## config.mk

```make
export PLATFORM = sky130hd
export DESIGN_NAME = servo_sched
export DESIGN_NICKNAME = d
export VERILOG_FILES = /design/src/rtl/servo_pkg.sv /design/src/rtl/servo_slew.sv /design/src/rtl/servo_sched.sv
export SDC_FILE = /design/constraint.sdc
export NUM_CORES = 1
export LEC_CHECK = 0
export CORE_MARGIN = 2
export CORE_UTILIZATION = 53
export DETAILED_ROUTE_END_ITERATION = 7
export GPL_TIMING_DRIVEN = 0
export HOLD_SLACK_MARGIN = 0.08
export PLACE_DENSITY_LB_ADDON = 0.3
export REMOVE_ABC_BUFFERS = 1
export SYNTH_ARGS = -nofsm -noshare
export SYNTH_HDL_FRONTEND = slang
export SYNTH_HIERARCHICAL = 1
export SYNTH_SLANG_ARGS = --single-unit
export TNS_END_PERCENT = 50
```

## constraint.sdc

```tcl
create_clock -name clk -period 4.8 [get_ports clk]
set_input_delay 0.96 -clock clk [delete_from_list [all_inputs] [get_ports clk]]
set_output_delay 0.96 -clock clk [all_outputs]
set_load 0.005 [all_outputs]
```

## src/rtl/servo_pkg.sv

```systemverilog
// rtl/servo_pkg.sv - shared constants, types and pulse-width helper for servo_sched
package servo_pkg;

   localparam int BASE_CLKS  = 27500;
   localparam int STEP_SHIFT = 6;

   typedef logic [7:0] duty_t;

   typedef enum logic [1:0] {
      IDLE,
      PULSE,
      GAP
   } state_t;

   // Width in clocks of one servo pulse for the given duty code.
   function automatic logic [15:0] pulse_width(input duty_t duty, input int base, input int shift);
      return 16'(base) + (16'(duty) << shift);
   endfunction

endpackage

```

## src/rtl/servo_slew.sv

```systemverilog
// rtl/servo_slew.sv - next active duty, stepping toward the target by at most STEP
module servo_slew
   import servo_pkg::*;
#(
   parameter int STEP = 4
) (
   input  duty_t target_i,
   input  duty_t cur_i,
   output duty_t next_o
);

   localparam duty_t STEP_D = duty_t'((STEP > 255) ? 255 : STEP);

   duty_t diff;

   always_comb begin
      next_o = target_i;
      diff   = '0;
      if (target_i > cur_i) begin
         diff = target_i - cur_i;
         if (diff > STEP_D) next_o = cur_i + STEP_D;
      end else if (target_i < cur_i) begin
         diff = cur_i - target_i;
         if (diff > STEP_D) next_o = cur_i - STEP_D;
      end
   end

endmodule

```

## src/rtl/servo_sched.sv

```systemverilog
// rtl/servo_sched.sv - multi-channel servo frame scheduler, one shared pulse timer
// Optional slew limiting of committed duties when SERVO_SLEW_EN is defined.
module servo_sched
   import servo_pkg::*;
#(
   parameter int CLK_HZ      = 25000000,
   parameter int FRAME_HZ    = 50,
   parameter int N_CH        = 4,
   parameter int SLEW_STEP   = 4,
   parameter int PULSE_BASE  = BASE_CLKS,
   parameter int PULSE_SHIFT = STEP_SHIFT,
   localparam int CH_W       = (N_CH > 1) ? $clog2(N_CH) : 1
) (
   input  logic            clk,
   input  logic            rst,
   input  logic            en,
   input  logic            wr_valid,
   output logic            wr_ready,
   input  logic [CH_W-1:0] wr_ch,
   input  logic [7:0]      wr_duty,
   output logic [N_CH-1:0] servo_out,
   output logic            frame_start,
   output logic [CH_W-1:0] cur_ch
);

   localparam int FRAME_CLKS = CLK_HZ / FRAME_HZ;
   localparam int MAX_W      = PULSE_BASE + (255 << PULSE_SHIFT);
   localparam logic [CH_W-1:0] LAST_CH = CH_W'(N_CH - 1);

   if (N_CH < 1 || N_CH > 8) begin : g_bad_nch
      $error("servo_sched: N_CH must be 1..8");
   end
   if (N_CH * (MAX_W + 1) >= FRAME_CLKS) begin : g_bad_frame
      $error("servo_sched: all channel pulses do not fit in one frame");
   end
   if (FRAME_CLKS > (1 << 19) || MAX_W > 65535) begin : g_bad_width
      $error("servo_sched: frame or pulse counter overflow");
   end
   if (SLEW_STEP < 1) begin : g_bad_slew
      $error("servo_sched: SLEW_STEP must be at least 1");
   end

   state_t          state_q;
   logic [18:0]     fcnt_q;
   logic [CH_W-1:0] ch_q;
   logic [CH_W-1:0] ch_nxt;
   logic [15:0]     wcnt_q;
   logic [15:0]     width_cur;
   logic [N_CH-1:0] servo_out_q;
   logic [CH_W-1:0] cur_ch_q;
   logic            fs;
   duty_t           shadow_q    [N_CH];
   duty_t           active_q    [N_CH];
   duty_t           next_active [N_CH];

   assign fs          = en && (fcnt_q == '0) && !rst;
   assign frame_start = fs;
   assign wr_ready    = !rst;
   assign servo_out   = servo_out_q;
   assign cur_ch      = cur_ch_q;
   assign ch_nxt      = ch_q + 1'b1;
   assign width_cur   = pulse_width(active_q[ch_q], PULSE_BASE, PULSE_SHIFT);

`ifdef SERVO_SLEW_EN
   for (genvar g = 0; g < N_CH; g++) begin : g_slew
      servo_slew #(
         .STEP(SLEW_STEP)
      ) u_slew (
         .target_i(shadow_q[g]),
         .cur_i   (active_q[g]),
         .next_o  (next_active[g])
      );
   end
`else
   always_comb begin
      for (int i = 0; i < N_CH; i++) next_active[i] = shadow_q[i];
   end
`endif

   always_ff @(posedge clk or posedge rst) begin
      if (rst) begin
         fcnt_q <= '0;
      end else if (!en || fcnt_q == 19'(FRAME_CLKS - 1)) begin
         fcnt_q <= '0;
      end else begin
         fcnt_q <= fcnt_q + 19'd1;
      end
   end

   // Commit samples the pre-edge shadow, so a write on the commit edge waits a frame.
   always_ff @(posedge clk or posedge rst) begin
      if (rst) begin
         for (int i = 0; i < N_CH; i++) begin
            shadow_q[i] <= 8'd128;
            active_q[i] <= 8'd128;
         end
      end else begin
         if (state_q == IDLE && fs) begin
            for (int i = 0; i < N_CH; i++) active_q[i] <= next_active[i];
         end
         if (wr_valid && int'(wr_ch) < N_CH) shadow_q[wr_ch] <= wr_duty;
      end
   end

   always_ff @(posedge clk or posedge rst) begin
      if (rst) begin
         state_q     <= IDLE;
         ch_q        <= '0;
         wcnt_q      <= '0;
         servo_out_q <= '0;
         cur_ch_q    <= '0;
      end else if (!en) begin
         state_q     <= IDLE;
         ch_q        <= '0;
         wcnt_q      <= '0;
         servo_out_q <= '0;
         cur_ch_q    <= '0;
      end else begin
         case (state_q)
            IDLE: begin
               if (fs) begin
                  state_q     <= PULSE;
                  ch_q        <= '0;
                  wcnt_q      <= '0;
                  servo_out_q <= N_CH'(1);
                  cur_ch_q    <= '0;
               end
            end
            PULSE: begin
               if (wcnt_q == width_cur - 16'd1) begin
                  state_q     <= GAP;
                  servo_out_q <= '0;
                  cur_ch_q    <= '0;
               end else begin
                  wcnt_q <= wcnt_q + 16'd1;
               end
            end
            GAP: begin
               if (ch_q == LAST_CH) begin
                  state_q <= IDLE;
                  ch_q    <= '0;
               end else begin
                  state_q     <= PULSE;
                  ch_q        <= ch_nxt;
                  wcnt_q      <= '0;
                  servo_out_q <= N_CH'(1) << ch_nxt;
                  cur_ch_q    <= ch_nxt;
               end
            end
            default: state_q <= IDLE;
         endcase
      end
   end

endmodule
```

## Yosys cells after proc, flatten, opt, wreduce, memory -nomap -nowiden

Cells that the tools add are included.
Widths: inputs -> output; s select.

- Memories: 0
- Latch bits: 0
- Memory bits (read-only): 0
- Bits in registers: 109
- Logic and storage cells: 79
- RAM bits: 0
- Input port bits: 14

- Bitwise operators: 2
- Add/sub/neg operators: 5
- Shift operators: 1
- Reductions and logical operators: 13
- $lt $le $gt $ge: 3
- Divide/modulo/power cells: 0
- Muxes and demuxes: 30
- Multipliers: 0
- Equality and inequality tests: 11

Operators by type and width:

| operator | count |
|---|---|
| $mux 16 | 4 |
| $pmux 16 s3 | 1 |
| $bwmux 32 | 1 |
| $mux 8 | 3 |
| $add 19x1->19 const B | 1 |
| $eq 19x19->1 const B | 1 |
| $logic_not 19->1 | 1 |
| $mux 19 | 1 |
| $mux 2 | 9 |
| $add 15x14->16 const A | 1 |
| $add 16x1->16 const B | 1 |
| $bmux 8 s2 | 1 |
| $demux 8 s2 | 1 |
| $eq 16x16->1 | 1 |
| $mux 4 | 4 |
| $sub 16x1->16 const B | 1 |
| $ne 3x3->1 const B | 4 |
| $pmux 2 s3 | 2 |
| $pmux 4 s3 | 1 |
| $reduce_and 4->1 | 2 |
| $ge 3x3->1 const B | 2 |
| $not 2->3 | 2 |
| $eq 2x2->1 const B | 2 |
| $logic_and 1x1->1 | 4 |
| other kinds (12) | 14 |

## Longest topological paths before layout

Gate-level depths: netlist of run 1.

- Depth after elaboration: 10
- Mapped depth: 11
- Mapped depth without buffers: 10

## Least setup slack after synthesis of run 1

OpenSTA, ideal clock, no wires.

- Path kind: input -> output
- From: input port rst
- To: output port wr_ready
- Setup slack: 0.617 ns
- Stages on the path: 1
- Path buffers: 0
- Data arrival time: 3.223 ns
- Cells stage by stage: inv_1

- Longest elaborated chain between the ends: 1

RTL lines:

| item | line | text |
|---|---|---|
| start, declared | servo_sched.sv:15 | `input logic rst,` |
| $logic_not 1->1 (no line) | n/a |  |
| end, declared | servo_sched.sv:18 | `output logic wr_ready,` |

No other way between the ends.

## Worst setup path after layout of run 1

- From: register ch_q[0]
- To: register servo_out_q[0], in the netlist servo_out[0]

- Longest elaborated chain between the ends: 9
- Elaborated cells on any way between the ends: 16

RTL lines:

| item | line | text |
|---|---|---|
| start, declared | servo_sched.sv:45 | `logic [CH_W-1:0] ch_q;` |
| start signal, assigned | servo_sched.sv:144 | `ch_q <= ch_nxt;` |
| $not 2->3 (implied by the code) | servo_sched.sv:62 | `assign width_cur = pulse_width(active_q[ch_q], PULSE_BASE, PULSE_SHIFT);` |
| $bmux 8 s2 | servo_sched.sv:62 |  |
| $mux 8 (implied by the code) (2 in series) | servo_sched.sv:62 |  |
| $add 15x14->16 | servo_pkg.sv:17 | `return 16'(base) + (16'(duty) << shift);` |
| $sub 16x1->16 | servo_sched.sv:130 | `if (wcnt_q == width_cur - 16'd1) begin` |
| $eq 16x16->1 | servo_sched.sv:130 |  |
| $ne 3x3->1 (no line) | n/a |  |
| $reduce_and 4->1 (no line) | n/a |  |
| end signal, assigned | servo_sched.sv:146 | `servo_out_q <= N_CH'(1) << ch_nxt;` |
| end, declared | servo_sched.sv:49 | `logic [N_CH-1:0] servo_out_q;` |

Several ways; a longest one is shown, not always the timed one. The select of a mux whose other input is x is not followed.
A chain may end at the register's enable or synchronous reset.

==> flow_metrics.tcl, run 1 <==
set metrics [dict create \
    run_status "complete, no violations" \
    power_frac_comb_pct 28.7 \
    cts_tree "built" \
    drive_above_1_share_pct 23.31 \
    finalCritPeriodShare_pct 84.56 \
    power.internal_mw 1.734 \
    critPathTopFamily "multiplexers" \
    syn_area_sq_mm 0.005373 \
    avgSynthCellArea_sq_um 11.63 \
    grt_pass1_vias 3598 \
    root_buffer "clkbuf_8" \
    yosysTopAreaCellShare_pct 47.04 \
    crit_path_start_kind "register" \
    ys_seq_area_share_pct 50.95 \
    relSlewSlack_pct 21.39 \
    worstSkewPairLatency_ns 0.39 \
    first_pass_iters 6 \
    power_frac_seq_pct 49.6 \
    worst-path-buf-inv 0 \
    p_leak_nw 2.510 \
    min_period_ns 4.059 \
    synth_common_cells "dfrtp_1 (101), mux2_2 (70), nor2_1 (30)" \
    p_per_area_mw_per_mm2 417.9 \
    cts.sinks 109 \
    wl_per_cell_um 16.05 \
    fin_area_sq_mm 0.005966 \
    ys_ff_latch 109 \
    worstMarginPinSlew_ns 1.167 \
    place_congestion 0.8353 \
    slowest_stage "dfrtp_1" \
    path_cells "mux4_1, ha_1, xor2_1, nor3_1, and4_1, nand4_1, nor4_2, nand3_2, a21oi_4, mux2_2" \
    clkPwrFrac_pct 21.7 \
    critPathKind "reg2reg" \
    antenna_left 0 \
    finalSetupViolations 0 \
    fmax_ghz 0.2464 \
    grt_max_degree 67 \
    via_per_inst 5.836 \
    clk_pin_slew_ns 0.10 \
    ir_drop_mv 0.2648 \
    rsz0062_at_grt "false" \
    dpl_cell_area_sq_mm 0.005773 \
    cts_setup_buffers 0 \
    dr_total_vias 3630 \
    grt_remaining_overflow 0 \
    fin_skew_ns 0.01569 \
    syn2layout_area_growth_pct 11.04 \
    max-cap-violations 0 \
    grtUsageTotal_pct 19.63 \
    drt_first_iter_violations 108 \
    synthTopCellsByArea "dfrtp_1 (47%), mux2_2 (15%), dfstp_2 (3.9%)" \
    end_kind "register" \
    yosys.area.top_type "dfrtp_1" \
    timing.hold.ws_ns 0.5089 \
    placed_cells 606 \
    rows 36 \
    synth_edf_count 0 \
    hold_viol_final 0 \
    die_w_um 104.7 \
    fillCellCount 856 \
    cts_made_buffers 9 \
    insertedDiodeCount 0 \
    portBuffers 21 \
    hold_buffers 0 \
    grt_antenna_before_repair 0 \
    worst_ep_arrival_time_ns 4.33 \
    async_flop_share_pct 100.0 \
    max_stage_delay_ns 0.84 \
    critPathMaxFanout 14 \
    yosysWarnings 6 \
    die_y_um 104.7 \
    dp_hpwl_um 6851 \
    ctsResizeCount 0 \
    swShare_pct 30.44 \
    htree_num_levels 3 \
    yosysUniqueCellTypes 47 \
    grt_pass1_wl_um 17080 \
    drc_errors 0 \
    synth_cells 462 \
    switching_power_mw 0.7589 \
    worst_hold_path_type "reg2reg" \
    synth.most_common_cell "dfrtp_1" \
    routed_wl_um 9985 \
    core-area_sq_mm 0.009819 \
    drv_slew 0 \
    required_ns 5.07 \
    fin_nets 512 \
    initial_core_util_pct 54.71 \
    clock_path_buffers 2 \
    instances_no_fill 622 \
    dieArea_sq_mm 0.01096 \
    synth-main-ff-cell "dfrtp_1" \
    ios 22 \
]
## stage by stage
step / power, mW / utilization, % / TNS [ns] / worst slack (ns)
5_1_grt: 2.647 / 60.75 / 0 / 0.5353
3_3_place_gp: 1.928 / 57.89 / -158.53 / -2.898
2_1_floorplan: 1.787 / - / -5.629 / -0.5445
6_report: 2.493 / 60.75 / 0 / 0.7412
4_1_cts: 2.519 / 60.75 / 0 / 0.7189
3_5_place_dp: 1.973 / 58.79 / 0 / 0.4294
## power groups by stage
stage,combinational [mW],sequential (mW),clock [mW]
floorplan,0.568,1.22,0
global placement,0.682,1.25,0
detailed placement,0.713,1.26,0
CTS,0.716,1.24,0.564
global route,0.784,1.27,0.596
finish,0.715,1.24,0.540
## final timing paths
path,from,endpoint,slack [ns],depth (start not counted)
setup / recovery,ch_q[0]$_DFFE_PP0P_,servo_out[0]$_DFFE_PP0P_,0.74,10
hold / removal,next_active[1]$_DFFE_PP0P_,active_q[1]$_DFFE_PP0P_,0.51,1
hold reg to reg,next_active[1]$_DFFE_PP0P_,active_q[1]$_DFFE_PP0P_,0.51,1
max in group asynchronous,rst,next_active[7]$_DFFE_PP1P_,3.01,3
min in group asynchronous,rst,fcnt_q[9]$_DFF_PP0_,1.03,2
setup reg to reg,ch_q[0]$_DFFE_PP0P_,servo_out[0]$_DFFE_PP0P_,0.74,10
## layout make-up
| cell class | count | area, sq um | share of cell area, % |
|---|---|---|---|
| clock buffer | 11 | 151.4 | 2.538 |
| clock inverter | 5 | 41.29 | 0.6921 |
| inverter | 19 | 73.82 | 1.237 |
| multi-input combinational | 319 | 2516 | 42.18 |
| sequential | 109 | 2738 | 45.89 |
| tap | 133 | 166.4 | 2.789 |
| timing repair buffer | 26 | 279.0 | 4.677 |
## sequential cells by signal, indices dropped and copies added, names as in the netlist
register and count:
active_q 32, state_q 2, wcnt_q 16, ch_q 2
servo_out 4, next_active 32, cur_ch 2, fcnt_q 19
## kinds of logic (layout without fill, tap and decap cells)
family	after synthesis	after routing	synth area share, %
flip-flops	109	109	50.95
multiplexers	81	81	18.79
buffers and inverters	34	61	2.538
XOR/XNOR	26	26	4.239
adder cells (fa/ha/maj)	14	14	3.260
AND/OR/NAND/NOR	133	133	12.79
AO/OA/AOI/OAI	65	65	7.429
## layout by cell type (no fill, tap or decap), types with 3 or more instances in the layout
| master | synthesis | final |
|---|---|---|
| nand3_1 | 26 | 26 |
| mux4_2 | 5 | 5 |
| nor4b_1 | 3 | 3 |
| inv_1 | 19 | 18 |
| o21ai_0 | 26 | 26 |
| a21oi_1 | 13 | 13 |
| or3_1 | 5 | 5 |
| ha_1 | 14 | 14 |
| o21a_1 | 4 | 4 |
| nor2_1 | 30 | 30 |
| dfrtp_1 | 101 | 101 |
| xor2_1 | 14 | 14 |
| nand2_1 | 23 | 23 |
| mux2i_1 | 3 | 3 |
| xnor2_1 | 12 | 12 |
| and3_1 | 12 | 12 |
| dfstp_2 | 8 | 8 |
| clkbuf_8 | 0 | 11 |
| o22ai_1 | 3 | 3 |
| mux4_1 | 3 | 3 |
| a31oi_1 | 4 | 4 |
| nor3_1 | 10 | 9 |
| nand4_1 | 4 | 4 |
| mux2_2 | 70 | 70 |
| nand3b_1 | 4 | 4 |
| clkdlybuf4s50_1 | 0 | 21 |
| buf_6 | 1 | 3 |
| o31ai_1 | 6 | 6 |
## routing by layer
layer / wire length, um / global-route usage, % / share of wire (%) / vias up
met3: 481 / 5.490 / 4.8 / 19
met1: 4450 / 24.81 / 45 / 1817
met5: 0 / 0 / 0 / -
li1: - / - / - / 1704
met4: 232 / 7.143 / 2.3 / 0
met2: 4821 / 32.40 / 48 / 90
Power figures use the tool's default switching activity.
==> inputs of run 2 (changes only) <==
==> constraint.sdc (replaced) <==
create_clock -name clk -period 3.7 [get_ports clk]
set_input_delay 0.74 -clock clk [delete_from_list [all_inputs] [get_ports clk]]
set_output_delay 0.74 -clock clk [all_outputs]
set_load 0.005 [all_outputs]
==> run 2 against run 1 <==
First-iteration DRC count shrank 12%. Register-to-register slack worse by 0.64 ns. Via count decreased by 0.30%. Clock skew about the same. Global-route usage is 0.11 points higher. Core utilization is 0.37 points higher. Wire length up 1.1%. Largest power group unchanged. Highest routed layer unchanged.
==> flow_metrics.tcl, run 2 (synthesized netlist as in run 1, its figures left out) <==
set metrics [dict create \
    grt_pass1_wl_um 17140 \
    dp_hpwl_um 6851 \
    p_per_area_mw_per_mm2 541.5 \
    finalPower_mw 3.250 \
    relSlewSlack_pct 44.73 \
    critPathMaxFanout 6 \
    root_buffer "clkbuf_8" \
    cts_made_buffers 9 \
    drc_errors 0 \
    htree_num_levels 3 \
    fin_nets 515 \
    ir_drop_mv 0.3455 \
    insertedDiodeCount 0 \
    grt_remaining_overflow 0 \
    final_cell_mix "dfrtp_1 (99), mux2_2 (70), nor2_1 (30)" \
    grt_pass1_vias 3613 \
    rows 36 \
    timing.hold.ws_ns 0.5077 \
    dr_total_vias 3619 \
    worst_ep_arrival_time_ns 3.87 \
    worst-path-buf-inv 0 \
    worst_hold_path_type "reg2reg" \
    p_leak_nw 2.523 \
    cts.sinks 109 \
    worstMarginPinSlew_ns 0.8254 \
    fin_setup_tns_ns 0 \
    initial_core_util_pct 54.71 \
    path_cells "mux4_1, ha_1, xor2_1, nor3_1, and4_1, nand4_1, nor4_4, nand3_2, a21oi_4, mux2_2" \
    clk_pin_slew_ns 0.10 \
    hold_buffers 0 \
    first_pass_iters 4 \
    place_congestion 0.8353 \
    die_w_um 104.7 \
    core-area_sq_mm 0.009819 \
    end_kind "register" \
    grt_antenna_before_repair 0 \
    max_stage_delay_ns 0.70 \
    clock_path_buffers 2 \
    grtUsageTotal_pct 19.74 \
    mostFrequentLayoutCell "dfrtp_1" \
    dieArea_sq_mm 0.01096 \
    drt_first_iter_violations 95 \
    run_status "complete, no violations" \
    critPathTopFamily "simple AND/OR/NAND/NOR gates" \
    via_per_inst 5.790 \
    routed_wl_um 10100 \
    ios 22 \
    fmax_ghz 0.2780 \
    crit_path_start_kind "register" \
    die_y_um 104.7 \
    cts_tree "built" \
    finalCritPeriodShare_pct 97.24 \
    grt_max_degree 67 \
    syn2layout_area_growth_pct 11.71 \
    portBuffers 21 \
    rsz0062_at_grt "false" \
    min_period_ns 3.598 \
    worstSkewPairLatency_ns 0.38 \
    wl_per_cell_um 16.16 \
    fin_skew_ns 0.01561 \
    slowest_stage "mux4_1" \
    required_ns 3.97 \
    max-cap-violations 0 \
    finalSetupViolations 0 \
    drive_above_1_share_pct 24.19 \
    critPathKind "reg2reg" \
    antenna_left 0 \
    hold_viol_final 0 \
    drv_slew 0 \
]
[run 2: cell count changes in the layout (fill, tap and decap cells not counted)]
cell     change
buf_4        +3
dfrtp_1      -2
dfrtp_2      +1
dfrtp_4      +1
nor4_2       -1
nor4_4       +1
o21ai_0      -1
o21ai_1      +1
[run 2: final timing paths]
| check | from | to | slack [ns] | cells after the start |
|---|---|---|---|---|
| worst max-delay path | ch_q[0]$_DFFE_PP0P_ | servo_out[0]$_DFFE_PP0P_ | 0.10 | 10 |
| worst min-delay path | next_active[19]$_DFFE_PP0P_ | active_q[19]$_DFFE_PP0P_ | 0.51 | 1 |
| worst max register to register | ch_q[0]$_DFFE_PP0P_ | servo_out[0]$_DFFE_PP0P_ | 0.10 | 10 |
| worst min register to register | next_active[19]$_DFFE_PP0P_ | active_q[19]$_DFFE_PP0P_ | 0.51 | 1 |
| max in group asynchronous | rst | next_active[7]$_DFFE_PP1P_ | 2.13 | 3 |
| min in group asynchronous | rst | fcnt_q[9]$_DFF_PP0_ | 0.81 | 2 |
[run 2: routing by layer]
layer / routed length [um] / track usage (%) / vias up / part of all wire [%]
met5: 0 / 0 / - / 0
li1: - / - / 1717 / -
met1: 4472 / 24.86 / 1803 / 44
met3: 527 / 5.490 / 13 / 5.2
met4: 158 / 7.143 / 0 / 1.6
met2: 4939 / 32.73 / 86 / 49
[run 2: through the flow]
step | instances | util (%) | instance area, sq um | worst slack, ns
6_report | 625 | 61.12 | 6002 | 0.1023
5_1_grt | 625 | 61.12 | 6002 | 0.01511
4_1_cts | 625 | 61.03 | 5993 | 0.09879
3_5_place_dp | 606 | 58.79 | 5773 | -0.4506
3_3_place_gp | 601 | 57.89 | 5684 | -3.778
2_1_floorplan | 447 | - | 5308 | -1.425
[run 2: where the power goes]
group,switching (mW),leakage (nW),total [mW],internal [mW]
sequential,0.133,1.37,1.60,1.47
clock,0.410,0.104,0.701,0.292
combinational,0.453,1.05,0.946,0.493
total,0.995,2.52,3.25,2.25
[run 2: area by class of cell]
type,instances,area [sq um]
multi-input cells,319,2525
repair buffers,29,301.5
flip-flops and latches,109,2743
clock inverters,5,41.29
fillers,845,3817
inverters,19,73.82
well taps,133,166.4
clock buffers,11,151.4
[run 2: what timing repair did]
item,in CTS,in global routing
hold endpoints to repair,0,0
setup endpoints to repair,12,4
buffers inserted,3,0
pin swaps,0,1
resized for setup,4,1
==> inputs of run 3 (changes only) <==
--- a/config.mk
+++ b/config.mk
@@ -5,8 +5,7 @@
 export SDC_FILE = /design/constraint.sdc
 export NUM_CORES = 1
 export LEC_CHECK = 0
-export CORE_MARGIN = 2
-export CORE_UTILIZATION = 53
+export CORE_UTILIZATION = 35
 export DETAILED_ROUTE_END_ITERATION = 7
 export GPL_TIMING_DRIVEN = 0
 export HOLD_SLACK_MARGIN = 0.08
==> run 3 against run 2 <==
Non-clock buffer count up 2. Sequential power about the same. Sequential share of layout area down 1.4 points. Total power up 8.8%. Critical path depth up 1. Global-route usage down 4.9 points. Cell count up 8.5%. Design area up 3.3%. Wire length up 7.0%. Core utilization down 19 points. Die area up 45%. Clock skew down 0.0058 ns.
==> flow_metrics.tcl, run 3 (synthesized netlist as in run 1, its figures left out) <==
set metrics [dict create \
    cts_tree "built" \
    max-cap-violations 0 \
    placed_cells 657 \
    ios 22 \
    grtUsageTotal_pct 14.79 \
    drc_errors 0 \
    root_buffer "clkbuf_16" \
    cts.sinks 109 \
    whs_endpoint "active_q[9]$_DFFE_PP0P_" \
    syn2layout_area_growth_pct 15.37 \
    hold_viol_final 0 \
    grt_max_degree 67 \
    dpl_cell_area_sq_mm 0.005848 \
    worstSkewPairLatency_ns 0.36 \
    utilization_pct 42.01 \
    fin_setup_tns_ns 0 \
    p_per_area_mw_per_mm2 570.2 \
    fin_nets 517 \
    clkPwrFrac_pct 27.7 \
    finalCritPeriodShare_pct 93.24 \
    fin_skew_ns 0.009769 \
    hold_start "next_active[9]$_DFFE_PP0P_" \
    relSlewSlack_pct 42.00 \
    drv_slew 0 \
    die_w_um 125.9 \
    worst_hold_path_type "reg2reg" \
    antenna_left 0 \
    dr_total_vias 3566 \
    first_pass_iters 5 \
    worst_ep_arrival_time_ns 3.70 \
    end_kind "register" \
    rows 44 \
    critPathMaxFanout 6 \
    ir_drop_mv 0.3078 \
    min_period_ns 3.450 \
    grt_remaining_overflow 0 \
    worstMarginPinSlew_ns 0.8662 \
    dp_hpwl_um 7443 \
    r2r_start "ch_q[0]$_DFFE_PP0P_" \
    dieArea_sq_mm 0.01585 \
    switching_power_mw 1.082 \
    drt_first_iter_violations 171 \
    drive_above_1_share_pct 24.70 \
    routed_wl_um 10810 \
    r2r_setup_slack_ns 0.25 \
    die_y_um 125.9 \
    p_leak_nw 2.574 \
    rsz0062_at_grt "false" \
    power_frac_comb_pct 26.9 \
    clock_path_buffers 2 \
    final_cell_mix "dfrtp_1 (99), mux2_2 (70), nor2_1 (30)" \
    hold_buffers 0 \
    insertedDiodeCount 0 \
    mostFrequentLayoutCell "dfrtp_1" \
    cts_made_buffers 9 \
    run_status "complete, no violations" \
    portBuffers 21 \
    critPathKind "reg2reg" \
    r2r_end "cur_ch[0]$_DFFE_PP0P_" \
    holdPathStages 1 \
    power.internal_mw 2.453 \
    grt_antenna_before_repair 0 \
    finalSetupViolations 0 \
    htree_num_levels 3 \
    power_frac_seq_pct 45.5 \
    instances_no_fill 678 \
    required_ns 3.95 \
    initial_core_util_pct 36.41 \
    reg2regPathDepth 11 \
    clk_pin_slew_ns 0.08 \
    grt_pass1_vias 3578 \
    core-area_sq_mm 0.01475 \
    fmax_ghz 0.2899 \
    place_congestion 0.7468 \
    place_ws_ns -0.4153 \
    finalWorstSetupSlack_ns 0.2500 \
    wl_per_cell_um 15.94 \
    swShare_pct 30.61 \
    via_per_inst 5.260 \
    fin_area_sq_mm 0.006198 \
    grt_pass1_wl_um 18310 \
    crit_path_start_kind "register" \
]
-- run 3: metal layers --
| layer | vias to the layer above | track usage (%) | wire, um |
|---|---|---|---|
| li1 | 1713 | - | - |
| met1 | 1793 | 19.81 | 5236 |
| met2 | 49 | 23.27 | 5077 |
| met3 | 11 | 3.229 | 298 |
| met4 | 0 | 6.024 | 195 |
| met5 | - | 0 | 0 |
-- run 3: power groups by stage --
stage                     registers (mW)  logic, mW  clock network, mW
after floorplan                     1.58      0.737                  0
after global placement              1.62      0.891                  0
after detailed placement            1.64      0.935                  0
after CTS                           1.61      0.949               1.00
after global routing                1.65       1.05               1.06
final                               1.61      0.950              0.977
-- run 3: per-stage QoR --
stage	power [mW]	hold slack (ns)
global route	3.758	0.5181
detailed placement	2.574	0.4875
global placement	2.510	0.4802
floorplan	2.318	0.4720
finish	3.534	0.5015
CTS	3.562	0.5052
-- run 3: worst max-delay path: stages (launching register included) --
cell     delay [ns]
dfrtp_4        0.48
buf_4          0.15
mux4_2         0.53
ha_1           0.32
xor2_1         0.17
nor3_1         0.19
and4_1         0.21
nand4_1        0.15
nor4_4         0.29
nand3_2        0.20
a21oi_4        0.28
mux2_2         0.37
-- run 3: worst max-delay path by stage --
| stage | startpoint | end | slack (ns) | cells past startpoint |
|---|---|---|---|---|
| 3_5_place_dp | en | wcnt_q[2]$_DFFE_PP0P_ | -0.42 | 9 |
| 2_1_floorplan | rst | wcnt_q[2]$_DFFE_PP0P_ | -1.42 | 8 |
| 3_3_place_gp | en | wcnt_q[2]$_DFFE_PP0P_ | -3.93 | 9 |
| 5_1_grt | ch_q[0]$_DFFE_PP0P_ | cur_ch[0]$_DFFE_PP0P_ | 0.04 | 11 |
| 4_1_cts | ch_q[0]$_DFFE_PP0P_ | cur_ch[0]$_DFFE_PP0P_ | 0.10 | 10 |
| 6_report | ch_q[0]$_DFFE_PP0P_ | cur_ch[0]$_DFFE_PP0P_ | 0.25 | 11 |
-- run 3: area by class of cell --
class	count	area, sq um
clock buffer	9	225.2
clock inverter	7	77.57
fill	1393	8556
inverter	19	73.82
multi-input combinational	319	2521
sequential	109	2743
tap	184	230.2
timing repair buffer	31	327.8
-- run 3: what timing repair did --
item / 4_1_cts / 5_1_grt
resized for setup: 4 / 2
buffers inserted: 4 / 1
setup endpoints to repair: 13 / 5
pin swaps: 0 / 1
